[src/rtl/bright_pkg.sv]
// Shared types for the brightness/contrast pipe: mode encoding and the shadowed config word.
// Config fields are held at a fixed 16-bit width (offset sign-extended, gain zero-extended).
package bright_pkg;

  localparam int BC_CFG_W     = 16;
  localparam int BC_GAIN_FRAC = 4;
  localparam logic [BC_CFG_W-1:0] GAIN_ONE = BC_CFG_W'(1) << BC_GAIN_FRAC;

  typedef enum logic [1:0] {
    BC_BYPASS   = 2'b00,
    BC_OFS      = 2'b01,
    BC_GAIN     = 2'b10,
    BC_GAIN_OFS = 2'b11
  } bc_mode_t;

  typedef struct packed {
    bc_mode_t              mode;
    logic [BC_CFG_W-1:0]   offset;
    logic [BC_CFG_W-1:0]   gain;
  } bc_cfg_t;

  function automatic logic is_gain(input bc_mode_t m);
    return (m == BC_GAIN) || (m == BC_GAIN_OFS);
  endfunction

  function automatic logic is_ofs(input bc_mode_t m);
    return (m == BC_OFS) || (m == BC_GAIN_OFS);
  endfunction

endpackage

[src/rtl/bc_chan_alu.sv]
// One channel of the pipe: stage1 rounded gain, stage2 offset + saturate; 2 registered stages.
// Both stages hold while en=0; clip flags (BRIGHT_SAT_CNT_EN) are registered alongside q.
module bc_chan_alu
  import bright_pkg::*;
#(
  parameter int DATA_W    = 8,
  parameter int GAIN_FRAC = BC_GAIN_FRAC
) (
  input  logic                clk,
  input  logic                reset,
  input  logic                en,
  input  bc_mode_t            mode,
  input  logic [BC_CFG_W-1:0] gain,
  input  logic [DATA_W-1:0]   d,
  input  bc_mode_t            s1_mode,
  input  logic [BC_CFG_W-1:0] s1_ofs,
`ifdef BRIGHT_SAT_CNT_EN
  output logic                sat_hi,
  output logic                sat_lo,
`endif
  output logic [DATA_W-1:0]   q
);

  localparam int P_W = DATA_W + BC_CFG_W;
  localparam int S_W = P_W + BC_CFG_W + 1;
  localparam logic [P_W-1:0] HALF = P_W'(1) << (GAIN_FRAC - 1);

  logic [P_W-1:0]        prod, p_nxt, p1;
  logic signed [S_W-1:0] s;
  logic                  hi, lo;
  logic [DATA_W-1:0]     q_nxt;

  always_comb begin
    prod  = P_W'(d) * P_W'(gain) + HALF;
    p_nxt = is_gain(mode) ? (prod >> GAIN_FRAC) : P_W'(d);
  end

  always_ff @(posedge clk or posedge reset) begin
    if (reset)   p1 <= '0;
    else if (en) p1 <= p_nxt;
  end

  // s is wide enough that neither the add nor the sign can overflow
  always_comb begin
    s = $signed(S_W'(p1));
    if (is_ofs(s1_mode)) s = s + S_W'($signed(s1_ofs));
    lo    = s[S_W-1];
    hi    = !s[S_W-1] && (|s[S_W-2:DATA_W]);
    q_nxt = hi ? '1 : (lo ? '0 : s[DATA_W-1:0]);
  end

  always_ff @(posedge clk or posedge reset) begin
    if (reset)   q <= '0;
    else if (en) q <= q_nxt;
  end

`ifdef BRIGHT_SAT_CNT_EN
  always_ff @(posedge clk or posedge reset) begin
    if (reset) begin
      sat_hi <= 1'b0;
      sat_lo <= 1'b0;
    end else if (en) begin
      sat_hi <= hi;
      sat_lo <= lo;
    end
  end
`endif

endmodule

[src/rtl/bright_contrast_pipe.sv]
// Per-pixel brightness/contrast, 2-cycle latency, 1 beat/cycle; all stages stall when out_valid && !out_ready.
// Config is shadowed on accepted sof beats; BRIGHT_SAT_CNT_EN adds per-frame clip counters.
module bright_contrast_pipe
  import bright_pkg::*;
#(
  parameter int DATA_W    = 8,
  parameter int NUM_CH    = 3,
  parameter int OFS_W     = 9,
  parameter int GAIN_W    = 8,
  parameter int GAIN_FRAC = BC_GAIN_FRAC
) (
  input  logic                     clk,
  input  logic                     reset,
  input  logic [1:0]               cfg_mode,
  input  logic [OFS_W-1:0]         cfg_offset,
  input  logic [GAIN_W-1:0]        cfg_gain,
  input  logic                     in_valid,
  output logic                     in_ready,
  input  logic                     in_sof,
  input  logic                     in_eol,
  input  logic [NUM_CH*DATA_W-1:0] in_data,
  output logic                     out_valid,
  input  logic                     out_ready,
  output logic                     out_sof,
  output logic                     out_eol,
  output logic [NUM_CH*DATA_W-1:0] out_data
`ifdef BRIGHT_SAT_CNT_EN
  ,
  output logic [15:0]              sat_hi_cnt,
  output logic [15:0]              sat_lo_cnt
`endif
);

  localparam logic [BC_CFG_W-1:0] GAIN_RST = BC_CFG_W'(1) << GAIN_FRAC;

  logic                adv, sof_take;
  bc_cfg_t             shadow, eff;
  logic                s1_vld, s1_sof, s1_eol;
  bc_mode_t            s1_mode;
  logic [BC_CFG_W-1:0] s1_ofs;
  logic [DATA_W-1:0]   ch_q [NUM_CH];

  assign adv      = !out_valid || out_ready;
  assign in_ready = adv;
  assign sof_take = in_valid && adv && in_sof;

  // an sof beat uses the live config directly, so it sees the values it loads
  always_comb begin
    eff = shadow;
    if (in_sof) begin
      eff.mode   = bc_mode_t'(cfg_mode);
      eff.offset = BC_CFG_W'($signed(cfg_offset));
      eff.gain   = BC_CFG_W'(cfg_gain);
    end
  end

  always_ff @(posedge clk or posedge reset) begin
    if (reset)         shadow <= '{mode: BC_BYPASS, offset: '0, gain: GAIN_RST};
    else if (sof_take) shadow <= eff;
  end

  always_ff @(posedge clk or posedge reset) begin
    if (reset) begin
      s1_vld    <= 1'b0;
      s1_sof    <= 1'b0;
      s1_eol    <= 1'b0;
      s1_mode   <= BC_BYPASS;
      s1_ofs    <= '0;
      out_valid <= 1'b0;
      out_sof   <= 1'b0;
      out_eol   <= 1'b0;
    end else if (adv) begin
      s1_vld    <= in_valid;
      s1_sof    <= in_sof;
      s1_eol    <= in_eol;
      s1_mode   <= eff.mode;
      s1_ofs    <= eff.offset;
      out_valid <= s1_vld;
      out_sof   <= s1_sof;
      out_eol   <= s1_eol;
    end
  end

`ifdef BRIGHT_SAT_CNT_EN
  logic ch_hi [NUM_CH];
  logic ch_lo [NUM_CH];
`endif

  for (genvar c = 0; c < NUM_CH; c++) begin : g_ch
    bc_chan_alu #(.DATA_W(DATA_W), .GAIN_FRAC(GAIN_FRAC)) u_alu (
      .clk     (clk),
      .reset   (reset),
      .en      (adv),
      .mode    (eff.mode),
      .gain    (eff.gain),
      .d       (in_data[c*DATA_W +: DATA_W]),
      .s1_mode (s1_mode),
      .s1_ofs  (s1_ofs),
`ifdef BRIGHT_SAT_CNT_EN
      .sat_hi  (ch_hi[c]),
      .sat_lo  (ch_lo[c]),
`endif
      .q       (ch_q[c])
    );
  end

  always_comb begin
    out_data = '0;
    for (int c = 0; c < NUM_CH; c++) out_data[c*DATA_W +: DATA_W] = ch_q[c];
  end

`ifdef BRIGHT_SAT_CNT_EN
  logic any_hi, any_lo, out_xfer;

  always_comb begin
    any_hi = 1'b0;
    any_lo = 1'b0;
    for (int c = 0; c < NUM_CH; c++) begin
      any_hi = any_hi | ch_hi[c];
      any_lo = any_lo | ch_lo[c];
    end
  end

  assign out_xfer = out_valid && out_ready;

  // an sof beat restarts the count, including its own clip
  always_ff @(posedge clk or posedge reset) begin
    if (reset) begin
      sat_hi_cnt <= '0;
      sat_lo_cnt <= '0;
    end else if (out_xfer) begin
      if (out_sof) begin
        sat_hi_cnt <= {15'd0, any_hi};
        sat_lo_cnt <= {15'd0, any_lo};
      end else begin
        if (any_hi && (sat_hi_cnt != 16'hFFFF)) sat_hi_cnt <= sat_hi_cnt + 16'd1;
        if (any_lo && (sat_lo_cnt != 16'hFFFF)) sat_lo_cnt <= sat_lo_cnt + 16'd1;
      end
    end
  end
`endif

endmodule
[config.mk]
export PLATFORM = sky130hd
export DESIGN_NAME = bright_contrast_pipe
export DESIGN_NICKNAME = d
export VERILOG_FILES = /design/src/rtl/bright_pkg.sv /design/src/rtl/bc_chan_alu.sv /design/src/rtl/bright_contrast_pipe.sv
export SDC_FILE = /design/constraint.sdc
export NUM_CORES = 1
export LEC_CHECK = 0
export BUFFER_PORTS_ARGS = -buffer_cell sky130_fd_sc_hd__buf_2
export CAP_MARGIN = 20
export CORE_MARGIN = 2
export CORE_UTILIZATION = 47
export CTS_BUF_LIST = sky130_fd_sc_hd__clkbuf_8
export DETAILED_ROUTE_END_ITERATION = 10
export GPL_ROUTABILITY_DRIVEN = 0
export GPL_TIMING_DRIVEN = 0
export PLACE_DENSITY = 0.68
export SKIP_CTS_REPAIR_TIMING = 1
export SYNTH_ARGS = -nofsm -noshare
export SYNTH_HDL_FRONTEND = slang
export SYNTH_HIERARCHICAL = 1
export SYNTH_SLANG_ARGS = --single-unit
[constraint.sdc]
create_clock -name clk -period 5.95 [get_ports clk]
set_input_delay 0.8925 -clock clk [delete_from_list [all_inputs] [get_ports clk]]
set_output_delay 0.8925 -clock clk [all_outputs]
set_load 0.01 [all_outputs]
### After elaboration in Yosys (flattened, before gate mapping)

Index checks and enable logic that the tools add are counted.

| storage, ports and cells | value |
|---|---|
| register bits | 154 |
| input port bits | 49 |

| operators by class | value |
|---|---|
| $mul | 3 |
| reduce and logical (&&, ||, !) cells | 15 |
| equal/unequal tests | 4 |
| add/sub/neg operators | 6 |
| multiplexer cells | 13 |

Operators by type and width:

| kind | count |
|---|---|
| $mux 41 | 3 |
| $reduce_or 32->1 | 3 |
| $add 25x16->26 | 3 |
| $add 24x4->24 const B | 3 |
| $mul 8x16->24 | 3 |
| $mux 20 | 3 |
| $mux 8 | 6 |
| $mux 34 | 1 |
| $eq 2x2->1 const B | 3 |
| $logic_and 1x1->1 | 5 |
| $logic_not 1->1 | 4 |
| $logic_or 1x1->1 | 3 |
| $eq 2x1->1 const B | 1 |

### Depth between registers and ports, before layout

Gate-level depths: netlist of the first run.

| logic depth | value |
|---|---|
| depth in word-level cells | 6 |
| depth in mapped cells | 23 |
| gate-level depth less buffers | 21 |

### Cells and area by module

Netlist of the first run, hierarchy kept.

Modules (own cells, without submodules):

| module | area an instance (µm²) | cells an instance | times used | sequential area each (µm²) |
|---|---|---|---|---|
| bc_chan_alu (g_ch[1].u_alu) | 6781.5 | 792 | 1 | 700.7 |
| bc_chan_alu (g_ch[2].u_alu) | 6658.9 | 769 | 1 | 700.7 |
| bc_chan_alu (g_ch[0].u_alu) | 6490.0 | 768 | 1 | 700.7 |
| bright_contrast_pipe | 2477.4 | 200 | 1 | 1452.6 |

### Least setup slack after synthesis of the first run

Ideal clock, no wire load.

| timing | value |
|---|---|
| path kind | input port to flip-flop |
| start | input port in_sof |
| end | register g_ch[0].u_alu.p1[19] |
| path buffers | 2 |
| library setup time | 0.101 ns |
| arrival time | 6.127 ns |
| cell stages on the path | 20 |
| path slack | -0.278 ns |
| path through | buf_2 -> buf_2 -> mux2_2 -> and2_1 -> fa_1 -> fa_1 -> fa_1 -> inv_1 -> fa_1 -> inv_1 -> ha_1 -> a21o_1 -> a21oi_1 -> o32ai_1 -> nor4bb_1 -> nor2_1 -> a211oi_1 -> a21oi_1 -> o21a_1 -> o32ai_1 |

RTL lines:

| element | RTL line | RTL |
|---|---|---|
| start, declared | bright_contrast_pipe.sv:19 | `input logic in_sof,` |
| end signal, assigned | bc_chan_alu.sv:40 | `else if (en) p1 <= p_nxt;` |
| end, declared | bc_chan_alu.sv:28 | `logic [P_W-1:0] prod, p_nxt, p1;` |

==> metrics.md, run 1 <==
| Metric | Value |
|---|---|
| Crit path kind | `input pin to register` |
| Post-Syn Instances | `2525` |
| Die X | `222.2 µm` |
| Largest net degree at the start of global routing | `38` |
| Final hold violation count | `0` |
| Comb power frac | `around 72%` |
| Post-route ant nets | `0` |
| Drt wl/cell | `slightly above 20 µm` |
| H-tree depth | `4` |
| Final Max Slew Viols | `0` |
| Layout fillers | `between 4000 and 5000` |
| Number of global-route vias before repair | `roughly 19000` |
| CTS tree | `done` |
| CTS clk-pin slew, worst paths | `roughly 90 ps` |
| Critical Path Fanout Max | `12` |
| Setup WS post-layout | `134.1 ps` |
| Die Footprint | `about 49000 µm²` |
| Final setup TNS | `0 ps` |
| Mean area per synthesized cell | `around 9 µm²` |
| First-pass GRT wire length | `just under 100 mm` |
| Share of layout cells above drive strength 1 | `about a tenth` |
| Setup slack at placement | `-937.4 ps` |
| Final Core Density | `52.98%` |
| Clk buf depth | `2` |
| Pwr dens | `342.7 nW/µm²` |
| Power share of the clock group | `a little under a tenth` |
| Synth-to-layout area growth | `10.72%` |
| Actual slew at the worst max-slew pin | `~850 ps` |
| All-layer global routing usage | `between 20% and 30%` |
| Crit path DAT | `about 6000 ps` |
| Input/output buffers | `between 70 and 80` |
| Maximum clock rate | `about 0.17 GHz` |
| Vias per cell | `5.678` |
| Worst setup EP type | `register` |
| # clock sinks | `between 100 and 150` |
| Residual DRC | `0` |
| Vias | `roughly 19000` |
| Chip height | `between 200 and 250 µm` |
| Number of core rows | `slightly below 80` |
| Tmin final | `about 5800 ps` |
| Clock Latency Late Sink | `~470 ps` |
| Rel. slew slack | `a little over two fifths` |
| Final setup fails | `0` |
| Critical-path top delay cell | `fa_1` |
| Initial antenna violation count | `4` |
| Synth Cell Area | `22370 µm²` |
| Core area | `roughly 47000 µm²` |
| Power Internal | `about 4.2 mW` |
| Total Wirelength | `approximately 67 mm` |
| CP Buf/Inv Count | `7` |
| Worst path most repeated cell | `fa_1` |
| Initial DRC count | `~1400` |
| Lkg Pwr | `between 10 and 15 nW` |
| Hold WC Path Type | `input pin to asynchronous set/reset pin` |
| CP peak stage delay | `550 ps` |
| Switch share | `roughly half` |
| Crit share post-route | `97.75%` |
| Seq pwr share | `a little under a fifth` |
| Peak VDD IR | `approximately 0.22 mV` |
| CP Cell Sequence | `buf_2, buf_12, buf_12, buf_4, mux2_4, nand2_1, fa_1, fa_1, inv_1, fa_1, inv_1, fa_1, inv_1, ha_1, o21ai_1, nand2b_1, a21o_1, a31oi_1, o211ai_1, a41oi_1, xor2_1, o22ai_1` |
| Detailed Routing Iterations Pass 1 | `7` |
| Root Driver | `clkbuf_8` |
| GR Overflow Total | `0` |
| Crit path max-delay family | `adder cells` |
| Ports | `77` |
| HPWL Detailed | `~47 mm` |
| CTS Buf Count | `17` |
| Max Cap Viol | `0` |
| Sw Pwr | `~4.3 mW` |
| Outcome | `finished clean` |
| Syn Nets | `around 3000` |
| CP Launch Type | `input pin` |
| Req. time, crit path | `6270 ps` |
| Nets@finish | `between 3000 and 4000` |
| Final worst clock skew | `between 10 and 15 ps` |
| Starting Density | `a little under half` |
| Synth warn | `6` |
## worst paths after layout
| kind | startpoint | to | slack [ps] | cells after the start |
|---|---|---|---|---|
| max | in_sof | g_ch[0].u_alu/p1[14] | 130 | 22 |
| min | reset | g_ch[0].u_alu/q[0] | 440 | 2 |
| max reg2reg | shadow[6] | g_ch[0].u_alu/p1[19] | 400 | 18 |
| min reg2reg | s1_sof | s1_sof | 480 | 2 |
| max in group asynchronous | reset | shadow[3] | 4860 | 3 |
| min in group clk | s1_sof | s1_sof | 480 | 2 |
## sequential cells by signal, summed over array words and instances (netlist names), 16 cells and up
register and flops:
s1_ofs 16, g_ch.u_alu/q 24, g_ch.u_alu/p1 60, shadow 34
## final cells by class
type	count	area (µm²)	share of cell area [%]
Clock buffer	17	234.0	0.9446
Buffer	69	326.6	1.318
Antenna cell	1	2.502	0.01010
Multi-Input combinational cell	1864	17180	69.36
Timing Repair Buffer	112	848.3	3.425
Inverter	459	1723	6.956
Clock inverter	15	165.2	0.6668
Tap cell	607	759.5	3.066
Sequential cell	141	3530	14.25
## per-stage QoR
stage / power [mW] / area (µm²) / cells / hold slack, ps
after floorplan: 5.904 / 22410 / 2525 / 430.0
after global placement: 7.113 / 23540 / 3207 / 445.7
after detailed placement: 7.296 / 23710 / 3216 / 451.6
after global routing: 9.286 / 24770 / 3285 / 402.1
final: 8.488 / 24770 / 3285 / 440.6
after CTS: 8.150 / 24110 / 3248 / 474.2
## metal layers
layer  vias up  global-route usage [%]  routed length, µm
li1       8571                       -                  -
met1      9253                   33.68              28060
met2       686                   41.32              31220
met3       142                   3.161               4704
met4         0                   8.958               2513
met5         -                       0                  0
## worst register-to-register path, stage by stage (launching register included)
cell and delay [ps]:
dfrtp_1 520, mux2_4 460, and2_1 280, fa_1 500, fa_1 530, fa_1 540
inv_1 50, fa_1 550, inv_1 70, ha_4 260, a21o_1 170, a21oi_1 170
o32ai_2 120, nor4bb_2 320, nor2_1 150, a211oi_2 290, a21oi_2 120, o21a_1 190
o32ai_2 190
## power by group through the flow
stage	logic [mW]	clock network, mW	registers (mW)
after floorplan	4.48	0	1.42
after global placement	5.59	0	1.52
after detailed placement	5.78	0	1.52
after CTS	5.82	0.830	1.50
after global routing	6.87	0.869	1.55
final	6.14	0.818	1.53
## cells in the final DEF, fill, tap and decap left out, types with 34 or more instances in the layout
cell type,count
and2_1,312
nor2_1,96
ha_1,219
inv_1,458
xor2_1,34
dfrtp_1,140
mux2i_1,54
xnor2_1,43
a21oi_1,97
nand2_1,190
a21o_1,55
buf_2,79
o21ai_0,69
fa_1,257
clkbuf_1,55
Note: power is estimated with default switching activity, not from simulation.
==> run 2, diff against run 1 <==
Settings changed: CORE_UTILIZATION 47 to 45, PLACE_DENSITY 0.68 to 0.66, SLEW_MARGIN set to 10.
==> run 2 against run 1 <==
Effect of this change: clock power shrank 4.2%; fmax grew 0.20%; worst hold slack gained 13 ps; core utilization shrank 2.4 points; clock skew is essentially flat; critical path depth is the same; global-route usage shrank 0.62 points; power shrank 0.63%; non-clock buffer count shrank 1; first-iteration DRC count shrank 13%.
==> metrics.md, run 2 (synthesis gave the netlist of run 1 again) <==
| Metric | Value |
|---|---|
| Die X | `227.0 µm (+2.2%)` |
| Final setup fails | `0 (unchanged)` |
| Pwr dens | `339.9 nW/µm² (-0.80%)` |
| Crit path kind | `input pin to register` |
| FF-to-FF End | `g_ch[0].u_alu/p1[19]` |
| Req. time, crit path | `6320 ps (+50 ps)` |
| Share of layout cells above drive strength 1 | `9.862% (-0.37 points)` |
| Max Cap Viol | `0 (unchanged)` |
| CP Launch Type | `input pin` |
| R2R setup slack | `330 ps (-70 ps)` |
| Chip height | `227.0 µm (+2.2%)` |
| # clock sinks | `141 (unchanged)` |
| Hold WC Path Type | `input pin to asynchronous set/reset pin` |
| Peak VDD IR | `0.2270 mV (+4.8%)` |
| Final hold violation count | `0 (unchanged)` |
| Die Footprint | `51510 µm² (+4.4%)` |
| Core area | `49050 µm² (+4.9%)` |
| Ports | `77 (unchanged)` |
| CTS tree | `done` |
| Clock Latency Late Sink | `470 ps (about the same)` |
| Input/output buffers | `75 (unchanged)` |
| Area of the multi-input gates | `17170 µm² (about the same)` |
| Setup WS post-layout | `145.5 ps (+11.45 ps)` |
| Clk buf depth | `2 (unchanged)` |
| Final Max Slew Viols | `0 (unchanged)` |
| Actual slew at the worst max-slew pin | `811.5 ps (-41.09 ps)` |
| Worst setup EP type | `register` |
| Lkg Pwr | `12.51 nW (+0.12%)` |
| Residual DRC | `0 (unchanged)` |
| Number of global-route vias before repair | `18400 (-0.88%)` |
| Rel. slew slack | `45.54% (+2.8 points)` |
| Drt wl/cell | `20.02 µm (-1.1%)` |
| Number of core rows | `81 (+2.5%)` |
| Tmin final | `5804 ps (-11.45 ps)` |
| Vias per cell | `5.550 (-2.3%)` |
| Placed Cells | `3272 (+1.7%)` |
| H-tree depth | `4 (unchanged)` |
| CTS Buf Count | `17 (unchanged)` |
| Number of flip-flops in the largest register | `60 (unchanged)` |
| FF/Latch Area | `3530 µm² (unchanged)` |
| Maximum clock rate | `0.1723 GHz (+0.20%)` |
| Synth-to-layout area growth | `10.91%` |
| GR Overflow Total | `0 (unchanged)` |
| CTS clk-pin slew, worst paths | `90 ps (about the same)` |
| All-layer global routing usage | `24.35% (-0.62 points)` |
| Worst r2r path cells | `18 (unchanged)` |
| Initial DRC count | `1205 (-13%)` |
| Starting Density | `45.61% (-2.2 points)` |
| Largest net degree at the start of global routing | `30 (-21%)` |
| Crit path DAT | `6170 ps (+30 ps)` |
| Nets@finish | `3193 (unchanged)` |
| Outcome | `finished clean` |
| Top reg by flops | `g_ch.u_alu/p1` |
| Setup slack at placement | `-916.4 ps (+21.01 ps)` |
| Detailed Routing Iterations Pass 1 | `6 (-1)` |
| Most common cell after layout, fill and taps aside | `inv_1` |
| Layout fillers | `4693 (+9.5%)` |
| Leading cell types in the layout, fill and taps excluded | `inv_1, and2_1, fa_1, ha_1, nand2_1` |
| Root Driver | `clkbuf_8` |
| First-pass GRT wire length | `97.66 mm (-0.16%)` |
| Total Wirelength | `66.91 mm (+0.61%)` |
| R2r startpoint | `shadow[6]` |
| Critical Path Fanout Max | `10 (-2)` |
| Top flop regs | `g_ch.u_alu/p1 x60, shadow x34, g_ch.u_alu/q x24` |
| Vias | `18550 (-0.56%)` |
| Crit share post-route | `97.55% (-0.19 points)` |
| Initial antenna violation count | `9 (+5)` |
| Post-route ant nets | `0 (unchanged)` |
| HPWL Detailed | `47.52 mm (+0.33%)` |
| Final worst clock skew | `13.27 ps (-0.1960 ps)` |
| Fin cells | `3342 (+1.7%)` |
run 2: cell count changes in the layout (fill, tap and decap cells not counted), sizes merged:
| cell | change |
|---|---|
| bufinv | -1 |
| nor2b | +1 |
| clkbuf | -1 |
| clkinv | -3 |
| inv | +5 |
| clkinvlp | -1 |
run 2: report_power, final:
part / total [mW] / leakage (nW) / switching [mW] / internal, mW
clock: 0.784 / 0.201 / 0.438 / 0.346
combinational: 6.11 / 10.6 / 3.51 / 2.60
sequential: 1.54 / 1.71 / 0.319 / 1.22
run 2: worst max-delay path by stage:
stage	start	endpoint	slack, ps	cells after the start
2_1_floorplan	in_sof	g_ch[0].u_alu/p1[19]	5	19
3_5_place_dp	in_sof	g_ch[2].u_alu/p1[15]	-920	20
3_3_place_gp	in_sof	g_ch[0].u_alu/p1[19]	-1720	20
5_1_grt	in_sof	g_ch[2].u_alu/p1[17]	-20	22
6_report	in_sof	g_ch[2].u_alu/p1[17]	150	22
4_1_cts	in_sof	g_ch[2].u_alu/p1[15]	-420	20
run 2: area by class of cell:
| type | count | area share [%] |
|---|---|---|
| diodes | 1 | 0.01009 |
| clock buffers | 17 | 0.9430 |
| repair buffers | 111 | 3.389 |
| flip-flops and latches | 141 | 14.23 |
| well taps | 664 | 3.348 |
| plain buffers | 69 | 1.331 |
| multi-input cells | 1865 | 69.20 |
| inverters | 459 | 6.944 |
| clock inverters | 15 | 0.6051 |
run 2: stage by stage:
stage / power (mW) / util, % / setup TNS [ps] / area [µm²] / hold WS (ps)
after floorplan: 5.904 / - / 0 / 22410 / 430.0
after global placement: 7.128 / 48.14 / -46600 / 23610 / 445.8
after detailed placement: 7.316 / 48.46 / -16200 / 23770 / 447.1
after CTS: 8.153 / 49.24 / -3383 / 24150 / 467.3
after global routing: 9.248 / 50.58 / -49.69 / 24810 / 430.9
final: 8.435 / 50.58 / 0 / 24810 / 453.4
run 2: routing by layer:
metal	routed length, µm	vias to the layer above	global-route usage [%]
li1	-	8573	-
met1	28890	9288	32.69
met2	31460	583	40.81
met3	4450	101	3.485
met4	2099	2	7.506
met5	8	-	0
run 2: critical path, cell delays in order:
cell and delay [ps]:
buf_2 120, buf_12 150, buf_12 150, mux2_8 420
buf_4 180, and2_1 160, ha_1 200, fa_1 540
inv_1 50, fa_1 510, fa_1 500, inv_1 40
ha_1 300, a21o_1 260, a2111oi_4 400, o31ai_4 140
o41ai_2 370, buf_4 200, o21ai_1 70, a21oi_1 200
xnor2_1 90, a31o_1 210
==> run 3, diff against run 2 <==
Settings changed: CAP_MARGIN 20 to not set, PLACE_DENSITY 0.66 to 0.68.
Clock period 5.95 ns to 4.8 ns, I/O delays scaled along.
==> run 3 against run 2 <==
Effect of this change: the flow now finishes with violations (setup timing); sequential power grew 26%; first-iteration DRC count grew 25%; clock skew grew 9.9 ps; global-route usage grew 0.20 points; combinational power grew 51%; sequential cell count is the same; core utilization grew 2.7 points; worst hold slack lost 12 ps; critical endpoint unchanged; largest power group unchanged.
==> metrics.md, run 3 (synthesis gave the netlist of run 1 again) <==
| Metric | Value |
|---|---|
| Tmin final | `about 5500 ps` |
| Share of layout cells above drive strength 1 | `17.66% (+7.8 points)` |
| Final Max Slew Viols | `0 (unchanged)` |
| Layout fillers | `4458 (-5.0%)` |
| Crit path DAT | `5870 ps (-300 ps)` |
| Number of flip-flops in the largest register | `60 (unchanged)` |
| Peak VDD IR | `0.4001 mV (+76%)` |
| Placed Cells | `3265 (-0.21%)` |
| Clock Latency Late Sink | `480 ps (about the same)` |
| Req. time, crit path | `5160 ps (-1160 ps)` |
| Top routing layer in use | `met5` |
| Crit path kind | `input pin to register` |
| Seq pwr share | `16.0% (-2.2 points)` |
| Met1 Wirelength | `29.60 mm (+2.5%)` |
| CP Launch Type | `input pin` |
| Input/output buffers | `75 (unchanged)` |
| Rel. slew slack | `24.56% (-21 points)` |
| Setup slack at placement | `-1506 ps (-590.0 ps)` |
| Nets@finish | `3246 (+1.7%)` |
| Final hold violation count | `0 (unchanged)` |
| Final setup fails | `41 (+41)` |
| Worst setup EP type | `register` |
| # clock sinks | `141 (unchanged)` |
| Clk buf depth | `2 (unchanged)` |
| Post-route ant nets | `0 (unchanged)` |
| Top reg by flops | `g_ch.u_alu/p1` |
| Vias per cell | `5.668 (+2.1%)` |
| GR Overflow Total | `0 (unchanged)` |
| Comb power frac | `76.0% (+3.5 points)` |
| Post-DP Area | `23980 µm² (+0.88%)` |
| Detailed Routing Iterations Pass 1 | `5 (-1)` |
| Initial antenna violation count | `3 (-6)` |
| Final Cell Area | `26150 µm² (+5.4%)` |
| Most common cell after layout, fill and taps aside | `inv_1` |
| Number of core rows | `81 (unchanged)` |
| Met3 wire len | `4.916 mm (+10%)` |
| Final Core Density | `53.32% (+2.7 points)` |
| Power Internal | `6.134 mW (+47%)` |
| CTS tree | `done` |
| Hold WC Path Type | `input pin to register` |
| Die X | `227.0 µm (unchanged)` |
| H-tree depth | `4 (unchanged)` |
| Root Driver | `clkbuf_8` |
| Hold Crit Depth | `3` |
| Leading cell types in the layout, fill and taps excluded | `inv_1, and2_1, fa_1, ha_1, nand2_1` |
| CTS Buf Count | `17 (unchanged)` |
| Top flop regs | `g_ch.u_alu/p1 x60, shadow x34, g_ch.u_alu/q x24` |
| All-layer global routing usage | `24.55% (+0.20 points)` |
| Critical Path Fanout Max | `8 (-2)` |
| Setup WS post-layout | `-716.1 ps (-861.6 ps)` |
| Met2 Wirelength | `34.12 mm (+8.5%)` |
| Outcome | `finished with violations` |
| Hold_ws | `441.5 ps (-11.92 ps)` |
| Chip height | `227.0 µm (unchanged)` |
| Synth-to-layout area growth | `16.91%` |
| Final worst clock skew | `23.20 ps (+9.934 ps)` |
| Actual slew at the worst max-slew pin | `1130 ps (+318.8 ps)` |
| Largest net degree at the start of global routing | `34 (+13%)` |
| Max Cap Viol | `0 (unchanged)` |
| R2R setup slack | `-640 ps (-970 ps)` |
| HPWL Detailed | `47.72 mm (+0.41%)` |
| Core area | `49050 µm² (unchanged)` |
| Drt wl/cell | `21.70 µm (+8.4%)` |
| Power share of the clock group | `8.0% (-1.3 points)` |
| Total Wirelength | `73.69 mm (+10%)` |
| Worst r2r path cells | `21 (+3)` |
| Switch share | `49.40% (-1.2 points)` |
| Vias | `19250 (+3.8%)` |
| Starting Density | `45.61% (unchanged)` |
| Die Footprint | `51510 µm² (unchanged)` |
| Residual DRC | `0 (unchanged)` |
| Pwr dens | `463.5 nW/µm² (+36%)` |
| Initial DRC count | `1502 (+25%)` |
| Ports | `77 (unchanged)` |
| Crit share post-route | `114.9%` |
| Failing checks | `setup timing` |
| CTS clk-pin slew, worst paths | `80 ps (about the same)` |
| Number of global-route vias before repair | `18780 (+2.1%)` |
| First-pass GRT wire length | `99.03 mm (+1.4%)` |
| RSZ-0062 raised after global routing | `true` |
| Maximum clock rate | `0.1813 GHz` |
| Lkg Pwr | `12.86 nW (+2.8%)` |
| Sw Pwr | `5.988 mW (+40%)` |
| Fin cells | `3396 (+1.6%)` |
run 3: path summary, 6_finish.rpt:
| path | endpoint | from |
|---|---|---|
| worst max-delay path | g_ch[2].u_alu/p1[17] | in_sof |
| worst min register to register | s1_eol | s1_eol |
| max in group asynchronous | g_ch[1].u_alu/p1[19] | reset |
| min in group asynchronous | shadow[15] | reset |
| worst max register to register | g_ch[2].u_alu/p1[17] | shadow[5] |
| worst min-delay path | s1_eol | in_eol |
run 3: layer usage:
metal  GRT usage (%)  vias up
met5               0        -
met4           8.918        2
met3           2.388      192
met2           41.83      662
met1           32.56     9709
li1                -     8683
run 3: area by class of cell:
| cell class | count | area, µm² | share of cell area (%) |
|---|---|---|---|
| Antenna cell | 2 | 5.005 | 0.01914 |
| Buffer | 69 | 350.3 | 1.340 |
| Clock buffer | 19 | 261.5 | 0.9999 |
| Clock inverter | 13 | 115.1 | 0.4401 |
| Inverter | 459 | 1723 | 6.588 |
| Multi-Input combinational cell | 1877 | 18140 | 69.35 |
| Sequential cell | 141 | 3531 | 13.50 |
| Tap cell | 664 | 830.8 | 3.177 |
| Timing Repair Buffer | 152 | 1200 | 4.588 |
run 3: power by group through the flow:
| stage | clock [mW] | combinational, mW | sequential (mW) |
|---|---|---|---|
| finish | 0.964 | 9.22 | 1.94 |
| global route | 1.03 | 10.2 | 1.96 |
| CTS | 0.979 | 7.67 | 1.89 |
| detailed placement | 0 | 7.62 | 1.91 |
| global placement | 0 | 7.40 | 1.90 |
| floorplan | 0 | 6.01 | 1.76 |
run 3: worst max-delay path, cell delays in order:
cell and delay, ps:
buf_8 100, buf_12 130, buf_16 150, buf_12 150
buf_4 130, mux2_4 390, and2_4 190, fa_1 490
ha_1 290, inv_1 40, fa_1 440, fa_1 490
inv_1 60, ha_4 220, a21o_4 220, a2111oi_4 450
o31ai_4 110, o41ai_4 420, o21ai_1 140, a21oi_1 190
xnor2_1 130, a31o_1 190
run 3: metrics by stage:
step                      TNS (ps)  total power [mW]
final                       -15240             12.12
after global routing        -20310             13.16
after CTS                   -21580             10.54
after detailed placement    -44340             9.532
after global placement      -40790             9.305
after floorplan              -9353             7.771
